`src/rtl/alu_sequencer.sv`:
```
// rtl/alu_sequencer.sv - request/response sequencer that drives an external ALU
//
// Purpose: accepts one ALU request at a time, presents its operands to the ALU
// for a DRIVE cycle (optionally writing flags) and a CAPT cycle, captures the
// result and flags, evaluates a condition on them, and holds the response until
// the consumer accepts it. Counts completed responses.
//
// Ports:
//   clk_i, rst_i                    clock, synchronous active-high reset
//   req_valid_i / req_ready_o       request handshake
//   req_fun_sel_i, req_a_i, req_b_i request function code and operands
//   req_wf_i, req_cond_i            flag write enable, condition select
//   alu_a_o, alu_b_o, alu_fun_sel_o operands and function code to the ALU
//   alu_wf_o                        flag write enable to the ALU
//   alu_out_i, alu_flags_i          ALU result and registered flags {O,N,C,Z}
//   rsp_valid_o / rsp_ready_i       response handshake
//   rsp_data_o, rsp_flags_o         captured result and flags
//   rsp_cond_true_o                 latched condition evaluated on rsp_flags_o
//   op_count_o                      completed responses, wrapping

module alu_sequencer #(
  parameter int CNT_W = 8
) (
  input  logic             clk_i,
  input  logic             rst_i,
  input  logic             req_valid_i,
  output logic             req_ready_o,
  input  logic [4:0]       req_fun_sel_i,
  input  logic [31:0]      req_a_i,
  input  logic [31:0]      req_b_i,
  input  logic             req_wf_i,
  input  logic [2:0]       req_cond_i,
  output logic [31:0]      alu_a_o,
  output logic [31:0]      alu_b_o,
  output logic [4:0]       alu_fun_sel_o,
  output logic             alu_wf_o,
  input  logic [31:0]      alu_out_i,
  input  logic [3:0]       alu_flags_i,
  output logic             rsp_valid_o,
  input  logic             rsp_ready_i,
  output logic [31:0]      rsp_data_o,
  output logic [3:0]       rsp_flags_o,
  output logic             rsp_cond_true_o,
  output logic [CNT_W-1:0] op_count_o
);

  typedef enum logic [1:0] {
    IDLE  = 2'd0,
    DRIVE = 2'd1,
    CAPT  = 2'd2,
    RESP  = 2'd3
  } state_e;

  state_e           state_q;
  logic [31:0]      alu_a_q;
  logic [31:0]      alu_b_q;
  logic [4:0]       alu_fun_q;
  logic             alu_wf_q;
  logic [2:0]       cond_q;
  logic [31:0]      rsp_data_q;
  logic [3:0]       rsp_flags_q;
  logic             rsp_cond_q;
  logic [CNT_W-1:0] op_count_q;
  logic             cond_true_d;

  // Condition evaluated on the flags the ALU presents during CAPT, so the
  // latched result lines up with the latched flags.
  always_comb begin
    cond_true_d = 1'b0;
    case (cond_q)
      3'b000:  cond_true_d = 1'b1;
      3'b001:  cond_true_d = alu_flags_i[0];
      3'b010:  cond_true_d = ~alu_flags_i[0];
      3'b011:  cond_true_d = alu_flags_i[1];
      3'b100:  cond_true_d = ~alu_flags_i[1];
      3'b101:  cond_true_d = alu_flags_i[2];
      3'b110:  cond_true_d = ~alu_flags_i[2];
      default: cond_true_d = alu_flags_i[3];
    endcase
  end

  always_ff @(posedge clk_i) begin
    if (rst_i) begin
      state_q     <= IDLE;
      alu_a_q     <= '0;
      alu_b_q     <= '0;
      alu_fun_q   <= '0;
      alu_wf_q    <= 1'b0;
      cond_q      <= '0;
      rsp_data_q  <= '0;
      rsp_flags_q <= '0;
      rsp_cond_q  <= 1'b0;
      op_count_q  <= '0;
    end else begin
      case (state_q)
        IDLE: begin
          if (req_valid_i) begin
            // ALU drive values are loaded here so they are already valid
            // during the whole DRIVE cycle.
            alu_a_q   <= req_a_i;
            alu_b_q   <= req_b_i;
            alu_fun_q <= req_fun_sel_i;
            alu_wf_q  <= req_wf_i;
            cond_q    <= req_cond_i;
            state_q   <= DRIVE;
          end
        end
        DRIVE: begin
          alu_wf_q <= 1'b0;
          state_q  <= CAPT;
        end
        CAPT: begin
          rsp_data_q  <= alu_out_i;
          rsp_flags_q <= alu_flags_i;
          rsp_cond_q  <= cond_true_d;
          // Operands stay put; only the function code is parked at zero.
          alu_fun_q   <= '0;
          state_q     <= RESP;
        end
        default: begin
          if (rsp_ready_i) begin
            op_count_q <= op_count_q + {{(CNT_W-1){1'b0}}, 1'b1};
            state_q    <= IDLE;
          end
        end
      endcase
    end
  end

  assign req_ready_o     = (state_q == IDLE);
  assign rsp_valid_o     = (state_q == RESP);
  assign alu_a_o         = alu_a_q;
  assign alu_b_o         = alu_b_q;
  assign alu_fun_sel_o   = alu_fun_q;
  assign alu_wf_o        = alu_wf_q;
  assign rsp_data_o      = rsp_data_q;
  assign rsp_flags_o     = rsp_flags_q;
  assign rsp_cond_true_o = rsp_cond_q;
  assign op_count_o      = op_count_q;

endmodule

```
`config.mk`:
```
export PLATFORM = sky130hd
export DESIGN_NAME = alu_sequencer
export DESIGN_NICKNAME = d
export VERILOG_FILES = /design/src/rtl/alu_sequencer.sv
export SDC_FILE = /design/constraint.sdc
export NUM_CORES = 1
export LEC_CHECK = 0
export CELL_PAD_IN_SITES_DETAIL_PLACEMENT = 1
export CELL_PAD_IN_SITES_GLOBAL_PLACEMENT = 1
export CORE_MARGIN = 3
export CORE_UTILIZATION = 28
export DETAILED_ROUTE_END_ITERATION = 8
export GPL_TIMING_DRIVEN = 0
export PLACE_DENSITY_LB_ADDON = 0.1
export RECOVER_POWER = 25
export SYNTH_ARGS = -nofsm -noshare
export SYNTH_HDL_FRONTEND = slang
export SYNTH_SLANG_ARGS = --single-unit
```
`constraint.sdc`:
```
create_clock -name clk_i -period 2 [get_ports clk_i]
set_clock_uncertainty 0.05 [all_clocks]
set_input_delay 0.4 -clock clk_i [delete_from_list [all_inputs] [get_ports clk_i]]
set_output_delay 0.4 -clock clk_i [all_outputs]
set_load 0.02 [all_outputs]
```
==> results of run 1 <==
-- through the flow --
step / worst slack (ps) / area, um2 / total power [uW] / instances / hold WS [ps]
floorplan: 314 / 4430 / 3760 / 503 / 395
finish: 58.6 / 7500 / 7340 / 973 / 349
detailed placement: 87.1 / 6970 / 4660 / 942 / 397
CTS: 32.0 / 7500 / 7460 / 973 / 345
global route: 6.44 / 7500 / 7720 / 973 / 393
global placement: 119 / 6970 / 4600 / 942 / 392
-- power by group --
part           internal (uW)  switching, uW
registers               2630            132
clock network           1710           1040
logic                    881            947
total                   5220           2120
-- synth_stat cells --
library cell / number
a211o_1: 1
a21boi_0: 1
a21o_1: 1
a21oi_1: 70
a22oi_1: 3
a22oi_2: 2
a2bb2oi_1: 5
a311oi_1: 1
and2_1: 2
and3_1: 2
buf_2: 8
buf_4: 7
buf_6: 2
clkbuf_1: 17
dfxtp_1: 120
ha_1: 6
inv_1: 3
inv_2: 1
mux2i_1: 38
nand2_1: 137
nand3b_1: 2
nand4_1: 4
nor2_1: 52
nor2_2: 1
nor2b_1: 2
nor3_1: 1
o211ai_1: 1
o21ai_0: 5
o41ai_1: 1
xnor2_1: 1
xor2_1: 6
-- worst max path at each step --
stage,start,cells past startpoint,slack (ps),endpoint
3_5_place_dp,req_valid_i,7,90,alu_fun_sel_o[2]
3_3_place_gp,req_valid_i,6,120,alu_b_o[9]
4_1_cts,state_q[0],3,30,req_ready_o
5_1_grt,op_count_o[3],1,6,op_count_o[3]
2_1_floorplan,state_q[0],8,310,alu_fun_sel_o[2]
6_report,op_count_o[3],1,60,op_count_o[3]
-- kinds of logic (layout without fill, tap and decap cells) --
kind of cell | count (synthesis) | in the layout | synth area share [%]
buffers and inverters | 38 | 297 | 4.38
DFF | 120 | 120 | 54.3
xor gates and xnor gates | 7 | 7 | 1.38
and+or+nand+nor | 203 | 203 | 18.0
adders and majority gates | 6 | 6 | 1.70
muxes | 38 | 38 | 8.59
AOI/OAI and AO/OA | 91 | 91 | 11.6
-- cell usage in the layout (no fill, tap or decap), types with 2 or more instances in the layout --
master / instances
a2bb2oi_1: 5
inv_1: 4
and3_1: 2
a22oi_1: 3
ha_1: 5
clkbuf_16: 17
buf_2: 2
nand3b_1: 2
nand2_1: 137
dfxtp_1: 120
clkbuf_1: 22
nand4_1: 4
nor2b_1: 2
o21ai_0: 5
mux2i_1: 38
xor2_1: 6
a21oi_1: 70
clkdlybuf4s50_1: 226
buf_4: 7
nor2_1: 52
clkbuf_2: 4
and2_0: 2
clkinv_2: 7
buf_6: 2
a22oi_2: 2
clkinvlp_4: 2
-- layout make-up --
class,instances,area (um2)
inverters,4,15.0
clock inverters,10,80.1
plain buffers,34,176
fillers,1802,7810
clock buffers,21,450
flip-flops and latches,120,2400
repair buffers,228,2280
multi-input cells,345,1830
well taps,211,264
-- what timing repair did --
action | in CTS | in global routing
resized for setup | 4 | 2
pin swaps | 0 | 0
hold endpoints to repair | 0 | 0
setup endpoints to repair | 2 | 5
-- sequential cells by signal, summed over array words and instances, names as in the netlist --
register,flops
rsp_data_o,32
alu_a_o,32
alu_b_o,32
alu_fun_sel_o,5
rsp_flags_o,4
cond_q,3
op_count_o,8
state_q,2
alu_wf_o,1
rsp_cond_true_o,1
-- layer usage --
layer | routed length (um) | global-route usage, % | up-vias | part of all wire, %
met5 | 0 | 0 | - | 0
met4 | 177 | 5.48 | 0 | 1.2
met3 | 1510 | 8.78 | 14 | 9.9
met2 | 7280 | 29.3 | 150 | 48
met1 | 6250 | 19.7 | 2013 | 41
li1 | - | - | 2153 | -
==> summary.md, run 1 <==
| Metric | Value |
|---|---|
| WP buf/inv | 1 |
| Number of remaining DRC errors | 0 |
| Initial Utilization | approximately 29% |
| FF-to-FF Start | state_q[0] |
| TNS Setup | 0 ps |
| CP Data Arrival Time | roughly 1500 ps |
| Max capacitance violation total | 0 |
| Worst min-delay path category | in -> reg |
| CTS max path bufs | 2 |
| CP max-delay cell | clkdlybuf4s50_1 |
| Drt total wl | 15.2 mm |
| Biggest area consumer among synthesized cells | dfxtp_1 |
| Gpl congestion | 0.767 |
| Final net count | approximately 870 |
| Syn_area_per_cell | between 8 and 9 um2 |
| Die X | between 100 and 150 um |
| Clk slew on worst S/H paths | ~50 ps |
| Fmax | 515 MHz |
| Core area | approximately 15000 um2 |
| Finished Core Util | 49.0% |
| Routed Antenna Nets | 0 |
| First-pass DRT Iterations | 4 |
| Synth area leaders | dfxtp_1, nand2_1, mux2i_1, a21oi_1, nor2_1 |
| First-pass GRT wire length | between 20 and 25 mm |
| Slowest Stage Delay on Critical Path | roughly 660 ps |
| Endpoints failing hold | 0 |
| Post-synth net total | just over 600 |
| Power Density | 978 nW/um2 |
| Relative slew slack | 54.0% |
| Worst-Margin Slew | about 700 ps |
| Setup crit end kind | output port |
| Status | completed |
| Initial antenna violation count | 0 |
| #FFs+latches synth | 120 |
| Hold worst-path end | alu_a_o[10] |
| Grt ovf | 0 |
| Post-synthesis cell type count | 31 |
| H-tree levels | 4 |
| Share of the synthesized area in the top cell type | 54.3% |
| Req. time, crit path | 1550 ps |
| Die height | between 100 and 150 um |
| Post-synthesis sequential area ratio | a little over half |
| CTS tree | done |
| Crit path time final | just under 2000 ps |
| Reg2Reg Depth | 6 |
| Syn. warnings | 0 |
| Synthesis-to-layout area growth | 69.5% |
| Kind of critical path | reg -> out |
| P_leak | about 0.0028 uW |
| FF-to-FF End | rsp_data_o[18] |
| DR vias | ~4.3k |
| CP max FO | 5 |
| Rows | 45 |
| Post-Syn Area | approximately 4400 um2 |
| Worst path cell trace | clkdlybuf4s50_1 |
| Die area | 17400 um2 |
| Fin crit share | a little over nine tenths |
| Hold bufs inserted after CTS | 0 |
| Postcts setup bufs | 0 |
| DR WL/cell | 15.6 um |
| Initial DRC count | between 100 and 150 |
| Clk_lat worst skew | 410 ps |
| I/O pins | between 200 and 250 |
| RSZ-0062 raised after global routing | no |
| Maximum vdd drop | around 0.53 mV |
| Flop-to-flop setup slack | roughly 210 ps |
| Via density | between 4 and 5 |
| TritonCTS buffer count | 17 |
| Layout cells sized above 1 | between 6 and 7% |
| Antenna Cells | 0 |
| Placed wire-length estimate | 11.8 mm |
| WHS Path Cells | 2 |
| Startpoint types | flop |
| Gr usage total | ~18% |
| Vias in the first global route | ~4.7k |
| Buffers on Ports | about 230 |
| CTS Sinks | 120 |
| Slew Viols, Final | 0 |
| Mapped Cells | between 500 and 600 |
| Setup-failing EPs final | 0 |
| Min-delay src | rst_i |
| CP top delay family | buffers and inverters |
| Root buf cell | clkbuf_16 |
| Largest net degree at the start of global routing | 17 |
Note: power is estimated with default switching activity, not from simulation.
==> run 2: changes to the inputs <==
==> constraint.sdc (replaced) <==
create_clock -name clk_i -period 2 [get_ports clk_i]
set_clock_uncertainty 0.05 [all_clocks]
set_input_delay 0.3 -clock clk_i [delete_from_list [all_inputs] [get_ports clk_i]]
set_output_delay 0.3 -clock clk_i [all_outputs]
set_load 0.02 [all_outputs]
==> summary.md, run 2 (synthesized netlist as in run 1, its figures left out) <==
| Metric | Value |
|---|---|
| Status | completed |
| Min Hold Slack | 249 ps |
| DR vias | about 4.3k |
| Register area | between 2000 and 2500 um2 |
| Crit path time final | 1900 ps |
| CTS Sinks | 120 |
| Vias in the first global route | around 4.7k |
| Max capacitance violation total | 0 |
| I/O pins | 230 |
| Critical Path Stages | 3 |
| Slowest Stage Delay on Critical Path | approximately 400 ps |
| Slew Viols, Final | 0 |
| Multi-input logic area | approximately 1800 um2 |
| Kind of critical path | reg -> out |
| Gpl congestion | roughly 0.77 |
| Die X | between 100 and 150 um |
| Fin crit share | a little over nine tenths |
| Worst min-delay path category | in -> reg |
| DR WL/cell | roughly 16 um |
| Initial antenna violation count | 0 |
| WP buf/inv | 2 |
| RSZ-0062 raised after global routing | no |
| Setup crit end kind | output port |
| Setup-failing EPs final | 0 |
| CTS tree | done |
| Power Density | 978 nW/um2 |
| Rows | between 40 and 50 |
| Initial Utilization | between 20% and 30% |
| Clk_lat worst skew | 410 ps |
| CTS max path bufs | 2 |
| CP Data Arrival Time | 1550 ps |
| Fillers | between 1.5k and 2k |
| CP max-delay cell | dlygate4sd2_1 |
| First-pass DRT Iterations | 4 |
| WHS Path Cells | 2 |
| Gr usage total | approximately 18% |
| Via density | approximately 4.5 |
| CP max FO | 7 |
| Req. time, crit path | 1650 ps |
| Fmax | roughly 530 MHz |
| TNS Setup | 0 ps |
| Drt total wl | around 15 mm |
| Commonest non-fill, non-tap cell in the layout | clkdlybuf4s50_1 |
| Largest net degree at the start of global routing | 17 |
| Grt ovf | 0 |
| Clk slew on worst S/H paths | 50 ps |
| P_leak | about 0.0028 uW |
| Relative slew slack | between 50% and 60% |
| CP top delay family | buffers and inverters |
| Reg2Reg Depth | 6 |
| Startpoint types | flop |
| Routed Antenna Nets | 0 |
| Final net count | slightly below 900 |
| Placed wire-length estimate | about 12 mm |
| Synthesis-to-layout area growth | 69.3% |
| Worst path cell trace | inv_1, ha_1, dlygate4sd2_1 |
| TritonCTS buffer count | 17 |
| First-pass GRT wire length | ~25 mm |
| Initial DRC count | between 100 and 150 |
| Layout cells sized above 1 | 6.30% |
| Maximum vdd drop | approximately 0.53 mV |
| Die area | approximately 17000 um2 |
| H-tree levels | 4 |
| Antenna Cells | 0 |
| Die height | 132 um |
| Worst-Margin Slew | about 700 ps |
| Number of remaining DRC errors | 0 |
| Endpoints failing hold | 0 |
| Core area | 15300 um2 |
| Commonest cells after routing, fill and taps aside | clkdlybuf4s50_1, nand2_1, dfxtp_1 |
| Root buf cell | clkbuf_16 |
| Buffers on Ports | roughly 230 |
-- run 2: changes by cell type in the layout (fill, tap and decap cells not counted), sizes merged --
cell and change:
dlygate4sd3 +6, clkdlybuf4s15 -1, clkdlybuf4s50 -6, clkbuf +1
-- run 2: layout make-up --
class | instances | share of cell area (%)
buffer | 34 | 2.35
clock inverter | 10 | 1.07
clock buffer | 21 | 6.01
timing repair buffer | 228 | 30.4
multi-input combinational | 345 | 24.4
sequential | 120 | 32.1
inverter | 4 | 0.200
tap | 211 | 3.52
-- run 2: stage by stage --
stage,cell area [um2],total power (uW),utilization [%],instances,setup slack [ps]
2_1_floorplan,4430,3760,-,503,314
3_3_place_gp,6970,4600,45.5,942,219
3_5_place_dp,6970,4660,45.5,942,187
4_1_cts,7500,7460,49.0,973,20.1
5_1_grt,7490,7710,48.9,973,13.0
6_report,7490,7330,48.9,973,98.3
-- run 2: metal layers --
layer / share of wire, % / up-vias / global-route usage, % / wire length [um]
met5: 0 / - / 0 / 0
met4: 1.2 / 0 / 5.48 / 177
met3: 9.9 / 14 / 8.78 / 1510
met2: 48 / 152 / 29.3 / 7280
met1: 41 / 2023 / 19.7 / 6240
li1: - / 2154 / - / -
-- run 2: final timing paths --
path,from,to,slack [ps]
max,state_q[1],req_ready_o,100
min reg2reg,alu_a_o[24],alu_a_o[24],400
min,rst_i,alu_a_o[10],250
max reg2reg,state_q[1],alu_a_o[14],180
-- run 2: timing repair --
action / 4_1_cts / 5_1_grt
hold buffers: 0 / 0
gates resized for setup: 1 / 2
setup endpoints to repair: 1 / 4
buffers inserted: 0 / 0
endpoints found under the hold margin: 0 / 0
-- run 2: power by group --
part           switching [uW]  internal (uW)
Combinational             947            871
Sequential                132           2630
Clock                    1040           1710
Total                    2120           5210
